===== config.mk =====
export PLATFORM = sky130hd
export DESIGN_NAME = alu_sequencer
export DESIGN_NICKNAME = d
export VERILOG_FILES = /design/src/rtl/alu_sequencer.sv
export SDC_FILE = /design/constraint.sdc
export NUM_CORES = 1
export LEC_CHECK = 0
export CELL_PAD_IN_SITES_DETAIL_PLACEMENT = 1
export CELL_PAD_IN_SITES_GLOBAL_PLACEMENT = 1
export CORE_MARGIN = 4
export CORE_UTILIZATION = 40
export CTS_CLUSTER_SIZE = 25
export DETAILED_ROUTE_END_ITERATION = 7
export PLACE_DENSITY = 0.87
export SETUP_SLACK_MARGIN = 0.1
export SLEW_MARGIN = 25
export SYNTH_ARGS = -nofsm -noshare
export SYNTH_HDL_FRONTEND = slang
export SYNTH_SLANG_ARGS = --single-unit
export TNS_END_PERCENT = 30

===== constraint.sdc =====
create_clock -name clk -period 6.2 [get_ports clk]
set_clock_uncertainty 0.05 [all_clocks]
set_input_delay 1.55 -clock clk [delete_from_list [all_inputs] [get_ports clk]]
set_output_delay 1.55 -clock clk [all_outputs]
set_load 0.02 [all_outputs]

===== src/rtl/alu_sequencer.sv =====
// Register-file front end for the 8-bit ALU: operand and mode regs out, result write-back, response on valid/ready.
// Latency: load 1 cycle, ALU op 3 cycles to rsp_valid; rsp_ready low holds RESP with outputs frozen.
module alu_sequencer #(
    parameter int WIDTH = 8,
    parameter int NREG  = 4,
    parameter int AW    = 2
) (
    input  logic             clk,
    input  logic             rst,
    input  logic             cmd_valid,
    output logic             cmd_ready,
    input  logic             cmd_load,
    input  logic [2:0]       cmd_op,
    input  logic [AW-1:0]    cmd_srca,
    input  logic [AW-1:0]    cmd_srcb,
    input  logic [AW-1:0]    cmd_dst,
    input  logic [WIDTH-1:0] cmd_imm,
    output logic [WIDTH-1:0] alu_a,
    output logic [WIDTH-1:0] alu_b,
    output logic [2:0]       alu_mode,
    input  logic [WIDTH-1:0] alu_out,
    output logic             rsp_valid,
    input  logic             rsp_ready,
    output logic [WIDTH-1:0] rsp_data,
    output logic             rsp_zero
);

    typedef enum logic [1:0] {
        IDLE = 2'd0,
        EXEC = 2'd1,
        WB   = 2'd2,
        RESP = 2'd3
    } state_t;

    state_t            state;
    state_t            state_nxt;
    logic [WIDTH-1:0]  rf [NREG];
    logic [AW-1:0]     dst_q;
    logic              accept;

    assign accept = cmd_valid && cmd_ready;

    always_ff @(posedge clk or posedge rst) begin
        if (rst) begin
            state <= IDLE;
        end else begin
            state <= state_nxt;
        end
    end

    always_comb begin
        state_nxt = state;
        case (state)
            IDLE: begin
                if (accept) begin
                    state_nxt = cmd_load ? RESP : EXEC;
                end
            end
            EXEC:    state_nxt = WB;
            WB:      state_nxt = RESP;
            RESP: begin
                if (rsp_ready) begin
                    state_nxt = IDLE;
                end
            end
            default: state_nxt = IDLE;
        endcase
    end

    // Ready is gated by rst so nothing is taken while reset is still asserted.
    always_comb begin
        cmd_ready = 1'b0;
        rsp_valid = 1'b0;
        case (state)
            IDLE:    cmd_ready = ~rst;
            RESP:    rsp_valid = 1'b1;
            default: begin
                cmd_ready = 1'b0;
                rsp_valid = 1'b0;
            end
        endcase
    end

    // Operands are registered at accept, so a write-back to srca/srcb cannot disturb them.
    always_ff @(posedge clk or posedge rst) begin
        if (rst) begin
            for (int i = 0; i < NREG; i++) begin
                rf[i] <= '0;
            end
            dst_q    <= '0;
            alu_a    <= '0;
            alu_b    <= '0;
            alu_mode <= '0;
            rsp_data <= '0;
            rsp_zero <= 1'b0;
        end else begin
            case (state)
                IDLE: begin
                    if (accept) begin
                        dst_q <= cmd_dst;
                        if (cmd_load) begin
                            rf[cmd_dst] <= cmd_imm;
                            rsp_data    <= cmd_imm;
                            rsp_zero    <= (cmd_imm == '0);
                        end else begin
                            alu_a    <= rf[cmd_srca];
                            alu_b    <= rf[cmd_srcb];
                            alu_mode <= cmd_op;
                        end
                    end
                end
                EXEC: begin
                    rf[dst_q] <= alu_out;
                    rsp_data  <= alu_out;
                    rsp_zero  <= (alu_out == '0);
                end
                default: begin
                end
            endcase
        end
    end

endmodule


==> results.py, run 1 <==
metrics = {
    "status": {
        "status": "finished clean",
    },
    "grt": {
        "grt_max_degree": 65,
        "grt_pass1_vias": 2811,
        "grt_use_total": 0.1952,
        "grt_pass1_wl_mm": 15.05,
        "gr-total-overflow": 0,
        "antenna_found_initial": 0,
    },
    "synth": {
        "seq_area_frac_synth": 0.4638,
        "ys.flop_type": "dfrtp_1",
        "ys_warn_count": 0,
        "synth_edf_count": 0,
        "syn_nets": 297,
        "synth_top_area_frac": 0.4638,
        "synthArstFlopShare": 1.000,
        "synth_area_per_cell_um2": 13.13,
        "synth.largest_area_cell": "dfrtp_1",
        "syn_inst": 263,
        "yosys-top-cells-count": "dfrtp_1, mux2_2, o22ai_1",
        "ys_ff_latch": 64,
        "synth_area_um2": 3453,
        "synthDistinctLibCells": 33,
        "yosysMostFrequentCell": "dfrtp_1",
        "ys_top_cells_by_area": "dfrtp_1, mux2_2, mux4_2, o22ai_1, nand2b_1",
    },
    "final_layout": {
        "syn_to_final_growth_pct": 23.73,
        "drive_above_1_share": 0.3075,
        "finalNetCount": 352,
        "post-route-util": 0.5149,
        "n_antenna_cell": 0,
    },
    "floorplanning": {
        "dieHeight_um": 100.9,
        "rows": 33,
        "pin_count": 60,
        "core_area_um2": 8299,
        "die_w_um": 100.9,
        "dieArea_um2": 10180,
        "initial_core_util": 0.4161,
    },
    "clocking": {
        "cts_buffers": 9,
        "numClockSinks": 64,
        "ctsHtreeMaxLevel": 3,
        "clk_pin_slew_ns": 0.06,
        "cts_tree": "done",
        "cts_resized": 0,
        "clk_latency_ns": 0.35,
        "root_buffer": "clkbuf_8",
        "cts_hold_buf": 0,
        "cts_buffer_depth": 2,
        "cts_setup_buffers": 0,
    },
    "worst_setup_path": {
        "path_class": "input pin to output port",
        "required_ns": 4.60,
        "regToRegSetupSlack_ns": 3.46,
        "cp_max_fo": 5,
        "startpoint_type": "input pin",
        "critPathCaptureType": "output port",
        "worstPathArrival_ns": 2.79,
    },
    "sta": {
        "fmax_mhz": 227.8,
        "min_period_ns": 4.389,
        "worst_slew_pin_slew_ns": 0.8230,
        "rsz0062_at_grt": "no",
        "setup_violations": 0,
        "fin_ws_ns": 1.811,
        "period_share": 0.7079,
        "slew_headroom": 0.4514,
        "whs_ns": 0.4555,
        "hold_viol_final": 0,
        "drv_slew": 0,
        "fin_tns_setup_ns": 0,
    },
    "drt": {
        "ant_nets": 0,
        "drt_iter0_markers": 121,
        "vias": 2537,
        "wirelength_mm": 9.246,
        "vias_per_cell": 5.941,
        "drtPass1Iterations": 4,
        "avgRoutedWirePerCell_um": 21.65,
        "route.detailed.drc": 0,
    },
    "placement": {
        "dp_hpwl_mm": 6.497,
        "pre_cts_slack_ns": 1.798,
        "gp_congestion": 0.9189,
        "io_buffers": 59,
    },
    "power_and_ir_drop": {
        "clockPowerShare": 0.166,
        "powerDensity_nw_per_um2": 453.5,
        "switching_power_w": 0.0007080,
        "p_leak_nw": 1.810,
        "p_sw_frac": 0.3654,
        "p_comb_frac": 0.455,
        "p_seq_frac": 0.379,
        "peakVddDrop_uv": 239.3,
        "internal-power_w": 0.001230,
    },
    "run": {
        "drv_cap": 0,
    },
    "min_path": {
        "hold_class": "register to register",
    },
}
cell usage in the layout (no fill, tap or decap):
cell and count:
and3b_1 1, o2bb2a_4 1, a22oi_4 3, buf_4 1, o32a_1 1, clkinv_2 2, nand2_1 19, nor3_1 2
clkbuf_8 11, nor2b_1 2, clkdlybuf4s50_1 59, nor4_1 2, ha_1 4, nor3b_1 1, clkinvlp_4 1, o2bb2a_1 1
a31oi_1 1, clkbuf_1 1, nand3b_1 4, a21oi_1 1, nand3_1 2, or3b_1 2, or2_2 2, nand4_1 1
nand4b_4 1, o22ai_1 33, nor2_4 1, nand2b_1 15, mux2_1 2, inv_1 2, nor2_1 3, inv_2 1
dfrtp_1 64, mux2_2 59, mux4_2 16
worst max-delay path, cell delays in order:
cell and delay, ns:
clkdlybuf4s50_1 0.48, nor2b_1 0.15, clkdlybuf4s50_1 0.61
cell families (layout without fill, tap and decap cells):
| kind of cell | count (synthesis) | in the layout | share of synthesized area |
|---|---|---|---|
| simple gates | 58 | 58 | 0.09819 |
| flops | 64 | 64 | 0.4638 |
| mux | 77 | 77 | 0.3033 |
| buf+inv | 19 | 78 | 0.02717 |
| fa+ha+maj | 4 | 4 | 0.01449 |
| compound gates | 41 | 41 | 0.09312 |
per-layer routing:
metal  track usage  routed length (um)
met1        0.2539                3848
met2        0.3230                4668
met3       0.04429                 542
met4       0.06339                 187
met5             0                   0
power by group through the flow:
stage                     registers (W)  logic, W  clock network (W)
after floorplan                0.000789  0.000514                  0
after global placement         0.000723  0.000849                  0
after detailed placement       0.000741  0.000879                  0
after CTS                      0.000736  0.000887           0.000331
after global routing           0.000761  0.000951           0.000350
final                          0.000735  0.000881           0.000322
sequential cells by signal, summed over array words and instances (netlist names):
signal and count:
alu_b 8, rsp_zero 1, rf 32, rsp_data 8, alu_a 8, dst_q 2, alu_mode 3, state 2
worst paths after layout:
kind | cells past startpoint | from | to
worst max-delay path | 3 | rst | cmd_ready
worst min-delay path | 1 | alu_a[6] | alu_a[6]
worst max register to register | 5 | state[1] | rf[20]
worst min register to register | 1 | alu_a[6] | alu_a[6]
max in group asynchronous | 3 | rst | alu_b[7]
min in group asynchronous | 3 | rst | dst_q[1]
metrics by stage:
stage | area [um^2] | std cells | power (W)
global route | 4273 | 427 | 0.002063
global placement | 4100 | 412 | 0.001571
floorplan | 3453 | 263 | 0.001303
CTS | 4273 | 427 | 0.001954
detailed placement | 4100 | 412 | 0.001620
finish | 4273 | 427 | 0.001938
area by class of cell:
class	count	area, um^2
Sequential cell	64	1602
Clock buffer	12	155.1
Timing Repair Buffer	60	598.1
Clock inverter	3	17.52
Inverter	3	11.26
Multi-Input combinational cell	180	1758
Fill cell	860	4026
Tap cell	105	131.4
(Power assumes the default switching activity.)
==> inputs of run 2 (changes only) <==
- clock period: 6.2 -> 4.3 ns (I/O delays scaled with it)
==> run 2 against run 1 <==
Global-route usage fell by 0.45 points. Hold slack improved by 0.0061 ns. Sequential share of layout area fell by 0.56 points. Clock-buffer cell count fell by 3. Register-to-register slack got worse by 1.9 ns. Die area did not move. Largest power group unchanged.
==> results.py, run 2 (synthesis results as in run 1) <==
metrics = {
    "sta": {
        "drv_slew": 0,
        "hold_viol_final": 0,
        "min_period_ns": 3.432,
        "slew_headroom": 0.4411,
        "rsz0062_at_grt": "no",
        "fmax_mhz": 291.3,
        "fin_tns_setup_ns": 0,
        "worst_slew_pin_slew_ns": 0.8374,
        "setup_violations": 0,
        "period_share": 0.7982,
    },
    "power_and_ir_drop": {
        "p_leak_nw": 1.838,
        "peakVddDrop_uv": 355.7,
        "powerDensity_nw_per_um2": 675.1,
        "p_total_w": 0.002928,
    },
    "drt": {
        "drt_iter0_markers": 137,
        "ant_nets": 0,
        "drtPass1Iterations": 4,
        "vias_per_cell": 5.688,
        "wirelength_mm": 9.207,
        "route.detailed.drc": 0,
        "avgRoutedWirePerCell_um": 21.46,
        "vias": 2440,
    },
    "floorplanning": {
        "initial_core_util": 0.4161,
        "core_area_um2": 8299,
        "die_w_um": 100.9,
        "rows": 33,
        "pin_count": 60,
        "dieArea_um2": 10180,
        "dieHeight_um": 100.9,
    },
    "clocking": {
        "clk_latency_ns": 0.35,
        "cts_setup_buffers": 0,
        "cts_buffers": 9,
        "cts_resized": 0,
        "root_buffer": "clkbuf_8",
        "ctsHtreeMaxLevel": 3,
        "cts_tree": "done",
        "cts_buffer_depth": 2,
        "clk_pin_slew_ns": 0.08,
        "numClockSinks": 64,
        "cts_hold_buf": 0,
    },
    "grt": {
        "grt_pass1_vias": 2755,
        "grt_max_degree": 49,
        "gr-total-overflow": 0,
        "grt_use_total": 0.1907,
        "grt_pass1_wl_mm": 14.77,
        "antenna_found_initial": 0,
    },
    "final_layout": {
        "final_cell_mix": "dfrtp_1, mux2_2, clkdlybuf4s50_1",
        "fillCellCount": 846,
        "finalNetCount": 353,
        "drive_above_1_share": 0.3148,
        "syn_to_final_growth_pct": 25.62,
        "largest_reg_flops": 32,
        "n_antenna_cell": 0,
        "regMostFlops": "rf",
        "final_common_cell": "dfrtp_1",
    },
    "worst_setup_path": {
        "critPathCaptureType": "output port",
        "cp_max_fo": 5,
        "worstPathArrival_ns": 2.31,
        "path_class": "input pin to output port",
        "required_ns": 3.17,
        "regToRegSetupSlack_ns": 1.60,
        "startpoint_type": "input pin",
    },
    "run": {
        "drv_cap": 0,
    },
    "placement": {
        "gp_congestion": 0.9151,
        "io_buffers": 59,
        "dp_hpwl_mm": 6.589,
    },
    "min_path": {
        "hold_class": "register to register",
    },
    "status": {
        "status": "finished clean",
    },
}
run 2: cell types whose count changed in the layout (fill, tap and decap cells not counted):
cell,change
clkinv_4,+3
bufinv_16,+2
clkbuf_8,-2
buf_4,+1
clkbuf_1,-1
clkinv_2,-1
inv_2,-1
inv_8,+1
run 2: path summary, 6_finish.rpt:
| check | start | endpoint | depth (start not counted) |
|---|---|---|---|
| hold / removal | alu_a[6] | alu_a[6] | 1 |
| min in group asynchronous | rst | alu_b[0] | 2 |
| setup / recovery | rst | cmd_ready | 3 |
| hold reg to reg | alu_a[6] | alu_a[6] | 1 |
| setup reg to reg | state[1] | rf[4] | 5 |
| max in group asynchronous | rst | rf[4] | 3 |
run 2: cell type report:
cell class / count / area, um^2 / area share
repair buffers: 61 / 605.6 / 0.1396
clock inverters: 7 / 105.1 / 0.02423
clock buffers: 9 / 123.9 / 0.02855
inverters: 3 / 12.51 / 0.002884
flip-flops and latches: 64 / 1602 / 0.3692
multi-input cells: 180 / 1758 / 0.4053
well taps: 105 / 131.4 / 0.03029
run 2: layer usage:
metal,share of wire,GRT usage
met4,0.017,0.05828
met2,0.49,0.3144
met1,0.43,0.2480
met3,0.057,0.04775
met5,0,0
run 2: report_power, final:
| part | internal, W | total [W] | leakage (nW) | switching (W) |
|---|---|---|---|---|
| registers | 0.000867 | 0.00106 | 0.838 | 0.000192 |
| clock network | 0.000333 | 0.000596 | 0.112 | 0.000263 |
| logic | 0.000671 | 0.00127 | 0.888 | 0.000603 |
| total | 0.00187 | 0.00293 | 1.84 | 0.00106 |
run 2: per-stage QoR:
step	utilization	instance area [um^2]	hold WS, ns	setup WS [ns]	cells
2_1_floorplan	-	3453	0.4197	1.577	263
3_3_place_gp	0.4949	4108	0.4379	0.8941	413
3_5_place_dp	0.4949	4108	0.4483	0.8575	413
4_1_cts	0.5225	4337	0.4650	0.8573	429
5_1_grt	0.5227	4338	0.4863	0.7986	429
6_report	0.5227	4338	0.4616	0.8675	429
run 2: critical path, cell delays in order:
cell             delay [ns]
clkdlybuf4s50_1        0.48
nor2b_1                0.14
clkdlybuf4s50_1        0.61
